### config.mk
export PLATFORM = sky130hd
export DESIGN_NAME = uart_tx_arbiter
export DESIGN_NICKNAME = d
export VERILOG_FILES = /design/src/rtl/uart_pkg.sv /design/src/rtl/rr_arbiter.sv /design/src/rtl/uart_tx_arbiter.sv
export SDC_FILE = /design/constraint.sdc
export NUM_CORES = 1
export LEC_CHECK = 0
export ABC_AREA = 1
export CORE_MARGIN = 2
export CORE_UTILIZATION = 64
export DETAILED_ROUTE_END_ITERATION = 7
export DONT_BUFFER_PORTS = 1
export PLACE_DENSITY = 0.8
export SETUP_SLACK_MARGIN = 0.02
export SYNTH_ARGS = -nofsm -noshare
export SYNTH_HDL_FRONTEND = slang
export SYNTH_SLANG_ARGS = --single-unit
### constraint.sdc
create_clock -name clk -period 2.6 [get_ports clk]
set_input_delay 0.65 -clock clk [delete_from_list [all_inputs] [get_ports clk]]
set_output_delay 0.65 -clock clk [all_outputs]
set_load 0.02 [all_outputs]
### src/rtl/uart_pkg.sv
// rtl/uart_pkg.sv - shared types and defaults for the UART transmit arbiter
package uart_pkg;

    localparam int NUM_REQ_DEF      = 4;
    localparam int LOCK_TIMEOUT_DEF = 1024;

    typedef enum logic [2:0] {
        ST_IDLE,
        ST_ACCEPT,
        ST_SEND,
        ST_WAIT_DONE,
        ST_HOLD
    } arb_state_e;

endpackage

### src/rtl/rr_arbiter.sv
// rtl/rr_arbiter.sv - combinational round-robin pick: first request at or after ptr
module rr_arbiter #(
    parameter int N  = 4,
    parameter int IW = $clog2(N)
) (
    input  logic [N-1:0]  req,
    input  logic [IW-1:0] ptr,
    output logic [N-1:0]  winner
);

    logic [IW:0]   sum;
    logic [IW-1:0] idx;
    logic          found;

    always_comb begin
        winner = '0;
        found  = 1'b0;
        sum    = '0;
        idx    = '0;
        for (int i = 0; i < N; i++) begin
            sum = {1'b0, ptr} + (IW+1)'(i);
            if (sum >= (IW+1)'(N)) begin
                sum = sum - (IW+1)'(N);
            end
            idx = sum[IW-1:0];
            if (!found && req[idx]) begin
                winner[idx] = 1'b1;
                found       = 1'b1;
            end
        end
    end

endmodule

### src/rtl/uart_tx_arbiter.sv
// rtl/uart_tx_arbiter.sv - packet-locked round-robin arbiter feeding one UART transmitter
module uart_tx_arbiter
    import uart_pkg::*;
#(
    parameter int NUM_REQ      = NUM_REQ_DEF,
    parameter int LOCK_TIMEOUT = LOCK_TIMEOUT_DEF
) (
    input  logic                 clk,
    input  logic                 rst,
    input  logic [NUM_REQ-1:0]   req_valid,
    input  logic [NUM_REQ*8-1:0] req_data,
    input  logic [NUM_REQ-1:0]   req_last,
    output logic [NUM_REQ-1:0]   req_ready,
    output logic [NUM_REQ-1:0]   grant,
    output logic                 uart_send,
    output logic [7:0]           uart_data,
    input  logic                 uart_tx_done,
    output logic                 busy
);

    localparam int IW = $clog2(NUM_REQ);
    localparam int TW = $clog2(LOCK_TIMEOUT + 1);

    arb_state_e         state_q, state_d;
    logic [NUM_REQ-1:0] grant_q, grant_d;
    logic [NUM_REQ-1:0] req_ready_q, req_ready_d;
    logic [IW-1:0]      owner_q, owner_d;
    logic [IW-1:0]      ptr_q, ptr_d;
    logic [7:0]         uart_data_q, uart_data_d;
    logic               uart_send_q, uart_send_d;
    logic               last_q, last_d;
    logic               busy_q, busy_d;
    logic [TW-1:0]      timer_q, timer_d;

    logic [NUM_REQ-1:0] winner;
    logic [IW-1:0]      win_idx;
    logic [IW-1:0]      sel_idx;
    logic [IW-1:0]      next_ptr;
    logic [7:0]         req_bytes [NUM_REQ];
    logic               take;
    logic               drop;

    rr_arbiter #(
        .N  (NUM_REQ),
        .IW (IW)
    ) u_rr (
        .req    (req_valid),
        .ptr    (ptr_q),
        .winner (winner)
    );

    always_comb begin
        win_idx = '0;
        for (int i = 0; i < NUM_REQ; i++) begin
            req_bytes[i] = req_data[i*8 +: 8];
            if (winner[i]) begin
                win_idx = IW'(i);
            end
        end
    end

    // After a release the requester following the owner gets first look.
    assign next_ptr = (owner_q == IW'(NUM_REQ - 1)) ? '0 : owner_q + 1'b1;

    always_comb begin
        state_d     = state_q;
        grant_d     = grant_q;
        owner_d     = owner_q;
        ptr_d       = ptr_q;
        req_ready_d = '0;
        uart_send_d = 1'b0;
        uart_data_d = uart_data_q;
        last_d      = last_q;
        timer_d     = timer_q;
        sel_idx     = owner_q;
        take        = 1'b0;
        drop        = 1'b0;
        case (state_q)
            ST_IDLE: begin
                if ((|req_valid) && uart_tx_done) begin
                    grant_d = winner;
                    owner_d = win_idx;
                    sel_idx = win_idx;
                    take    = 1'b1;
                end
            end
            ST_ACCEPT: begin
                state_d     = ST_SEND;
                uart_send_d = 1'b1;
            end
            ST_SEND: begin
                if (!uart_tx_done) begin
                    state_d = ST_WAIT_DONE;
                end else begin
                    uart_send_d = 1'b1;
                end
            end
            ST_WAIT_DONE: begin
                if (uart_tx_done) begin
                    if (last_q) begin
                        drop = 1'b1;
                    end else if (req_valid[owner_q]) begin
                        take = 1'b1;
                    end else begin
                        state_d = ST_HOLD;
                        timer_d = '0;
                    end
                end
            end
            ST_HOLD: begin
                if (req_valid[owner_q]) begin
                    take = 1'b1;
                end else if (timer_q == TW'(LOCK_TIMEOUT - 1)) begin
                    drop = 1'b1;
                end else begin
                    timer_d = timer_q + 1'b1;
                end
            end
            default: state_d = ST_IDLE;
        endcase
        // The byte is captured on the way into ACCEPT so it is already on
        // uart_data while req_ready pulses.
        if (take) begin
            state_d              = ST_ACCEPT;
            req_ready_d[sel_idx] = 1'b1;
            uart_data_d          = req_bytes[sel_idx];
            last_d               = req_last[sel_idx];
        end
        if (drop) begin
            state_d = ST_IDLE;
            grant_d = '0;
            ptr_d   = next_ptr;
        end
        busy_d = (state_d != ST_IDLE);
    end

    always_ff @(posedge clk or posedge rst) begin
        if (rst) begin
            state_q     <= ST_IDLE;
            grant_q     <= '0;
            owner_q     <= '0;
            ptr_q       <= '0;
            req_ready_q <= '0;
            uart_send_q <= 1'b0;
            uart_data_q <= 8'h00;
            last_q      <= 1'b0;
            busy_q      <= 1'b0;
            timer_q     <= '0;
        end else begin
            state_q     <= state_d;
            grant_q     <= grant_d;
            owner_q     <= owner_d;
            ptr_q       <= ptr_d;
            req_ready_q <= req_ready_d;
            uart_send_q <= uart_send_d;
            uart_data_q <= uart_data_d;
            last_q      <= last_d;
            busy_q      <= busy_d;
            timer_q     <= timer_d;
        end
    end

    assign req_ready = req_ready_q;
    assign grant     = grant_q;
    assign uart_send = uart_send_q;
    assign uart_data = uart_data_q;
    assign busy      = busy_q;

endmodule

==> metrics <==
status=complete, no violations; synth unique cells=36; H-tree Lvls=2; Buffers on Ports=0; DR DRC count=0; ant diodes=0; nets=between 400 and 500; flops & latches, synth=37; Clock Skew=~0.0084 ns; Core Region=3740 µm²; final period utilization=0.897; initial core utilization=0.683; Setup TNS=0 ns; antenna violations before repair=0; crit path kind=reg2reg; largest net degree at the start of global routing=38; Worst Hold Class=in2async; fin area=between 2000 and 3000 µm²; Setup violations, final=0; first-pass GRT wire length=between 9000 and 10000 µm; r2r endpoint=uart_data[4]$_DFFE_PP0P_; register area share after synthesis=0.362; height of the chip=just under 70 µm; grt ovf=0; vias in the first global route=about 2100; DR WL/cell=13.6 µm; Post-DRT Antenna Nets=0; CTS max path bufs=2; total power=3560 µW; Std-Cell Rows=22; critical-path cell list=inv_2 > ha_1 > inv_1 > nand3_1 > nand2_1 > nand2_4 > nor2_4 > nand2_1 > nand3b_4 > nand2_4 > nand2_8 > nand2_4 > nand2_2 > nand2_1 > nand2_1 > nand2_1 > nand2_1 > nand2_1; Die ar.=4520 µm²; DP Wirelength=between 4000 and 5000 µm; Max Fclk=between 400 and 500 MHz; CTS tree=done; RSZ-0062 raised after global routing=no; 1st-pass router iterations=4; R2R setup slack=about 0.27 ns; main flop type after synthesis=dfrtp_1; die width=just under 70 µm; clock insertion delay at the later pin of the skew report=around 0.29 ns; Rel. slew slack=0.601; layout cells sized above 1=0.141; syn avg cell area=roughly 7.2 µm²; FFs w/ async S/R, synth=1.00; RD Place Congestion=0.888; Ys Warns=0; Worst Max-Slew Pin Slew=0.593 ns; endpoints failing hold=0; Iteration-0 DRC Markers=110; Gate Count Post-Synth=about 360; CTS Root Cell=clkbuf_8; critical path required time=roughly 2.8 ns; synthesis-to-finish area growth=6.85%; slowest stage cell, crit path=dfrtp_1; Tmin final=between 2 and 2.5 ns; Post-Syn Nets=407; CP Launch Type=register; Setup crit end kind=register; GRT Overall Usage=0.275; Slew Viols, Final=0; Max-cap violations=0; Vias=2294; synthesized area=2560 µm²; clock-pin transition on the worst setup and hold timing paths=approximately 0.07 ns; CTS buffer count=5; RR Startpoint=ptr_q[0]$_DFFE_PP0P_; setup bufs post-CTS=0; Pleak=roughly 0.0014 µW; Worst VDD drop=~750 µV; Boundary Pins=between 60 and 70; EDFF count, synth=0; r2r worst-path depth=18; CP Max Fanout=20; cell area after placement=2600 µm²; Critical Path Most Common Cell=nand2_1; Via density=5.60; PwrDens=1300 nW/µm²; DRT Wirelength=5560 µm; delay of the slowest critical-path stage=about 0.39 ns; endpoint arrival time on the critical path=2.51 ns; clock sink count=37
-- Yosys cell counts (3+ instances only) --
| library cell | instances | area (µm²) |
|---|---|---|
| nand2_1 | 137 | 514 |
| nand3_1 | 43 | 215 |
| dfrtp_1 | 37 | 926 |
| inv_1 | 26 | 97.6 |
| nand2_2 | 13 | 81.3 |
| nor2_1 | 13 | 48.8 |
| o21ai_0 | 12 | 60.1 |
| nor3_1 | 10 | 50.1 |
| ha_1 | 9 | 113 |
| a21oi_1 | 8 | 40.0 |
| inv_2 | 7 | 26.3 |
| nand2_4 | 3 | 33.8 |
| nor2_4 | 3 | 33.8 |
-- power breakdown --
part	total [µW]	switching [µW]	internal [µW]	leakage [µW]
combinational	1940	1290	643	0.000877
clock	507	194	313	0.0000585
sequential	1120	315	804	0.000475
total	3560	1800	1760	0.00141
-- per-layer routing --
| layer | part of all wire | up-vias | GRT usage |
|---|---|---|---|
| met5 | 0 | - | 0 |
| met4 | 0.016 | 0 | 0.0816 |
| met3 | 0.061 | 9 | 0.0683 |
| met2 | 0.48 | 73 | 0.444 |
| met1 | 0.45 | 1056 | 0.367 |
| li1 | - | 1156 | - |
-- how the worst max path moves through the flow --
stage | end | depth (start not counted) | slack [ns] | startpoint
after global placement | uart_data[3]$_DFFE_PP0P_ | 16 | 0.32 | ptr_q[0]$_DFFE_PP0P_
after floorplan | uart_data[6]$_DFFE_PP0P_ | 19 | 0.29 | ptr_q[0]$_DFFE_PP0P_
after global routing | uart_data[3]$_DFFE_PP0P_ | 18 | 0.06 | ptr_q[0]$_DFFE_PP0P_
after CTS | uart_data[2]$_DFFE_PP0P_ | 16 | 0.23 | ptr_q[0]$_DFFE_PP0P_
final | uart_data[4]$_DFFE_PP0P_ | 18 | 0.27 | ptr_q[0]$_DFFE_PP0P_
after detailed placement | uart_data[3]$_DFFE_PP0P_ | 16 | 0.24 | ptr_q[0]$_DFFE_PP0P_
-- worst max-delay path: cells and delay by family (launching register included) --
family / cells / cell delay (ns)
and+or+nand+nor: 15 / 1.31
DFF: 1 / 0.39
adders and majority gates: 1 / 0.28
buffers and inverters: 2 / 0.23
-- state kept, by name, summed over array words and instances (netlist names) --
name and count:
owner_q 2, state_q 3, grant 4, timer_q 11
busy 1, uart_data 8, req_ready 4, ptr_q 2
uart_send 1, last_q 1
-- logic make-up (layout without fill, tap and decap cells) --
group / count (synthesis) / after routing / synth area share
adders and majority gates: 9 / 9 / 0.0440
buffers and inverters: 43 / 49 / 0.0763
xor gates and xnor gates: 2 / 2 / 0.00685
DFF: 37 / 37 / 0.362
and+or+nand+nor: 236 / 237 / 0.445
AOI/OAI and AO/OA: 28 / 28 / 0.0655
-- cell type report --
class / instances / area, µm²
Tap cell: 48 / 60.1
Clock buffer: 7 / 86.3
Inverter: 35 / 131
Sequential cell: 37 / 926
Timing Repair Buffer: 6 / 45.0
Fill cell: 312 / 1010
Multi-Input combinational cell: 276 / 1460
Clock inverter: 1 / 30.0
-- stage by stage --
step / cells / hold WS, ns / util / setup slack, ns
after detailed placement: 401 / 0.468 / 0.695 / 0.239
after CTS: 409 / 0.399 / 0.726 / 0.227
final: 410 / 0.372 / 0.730 / 0.268
after floorplan: 355 / 0.434 / - / 0.289
after global placement: 401 / 0.452 / 0.695 / 0.323
after global routing: 410 / 0.419 / 0.730 / 0.0628
-- placed cells by master (no fill, tap or decap), drive strengths merged --
cell type,netlist,layout
a21oi,8,8
a31oi,1,1
a32oi,1,1
buf,6,6
bufinv,0,1
clkbuf,2,7
clkinv,2,2
dfrtp,37,37
ha,9,9
inv,33,33
nand2,155,156
nand3,46,46
nand3b,2,2
nand4,2,2
nor2,17,17
nor3,12,12
nor3b,1,1
nor4,1,1
o21ai,13,13
o221ai,1,1
o311ai,2,2
o31ai,2,2
xor2,2,2
-- what timing repair did --
| action | in CTS | in global routing |
|---|---|---|
| hold buffers | 0 | 0 |
| endpoints found under the setup margin | 0 | 1 |
| resized for setup | 0 | 1 |
No activity file was read; power rests on OpenSTA's default activity.
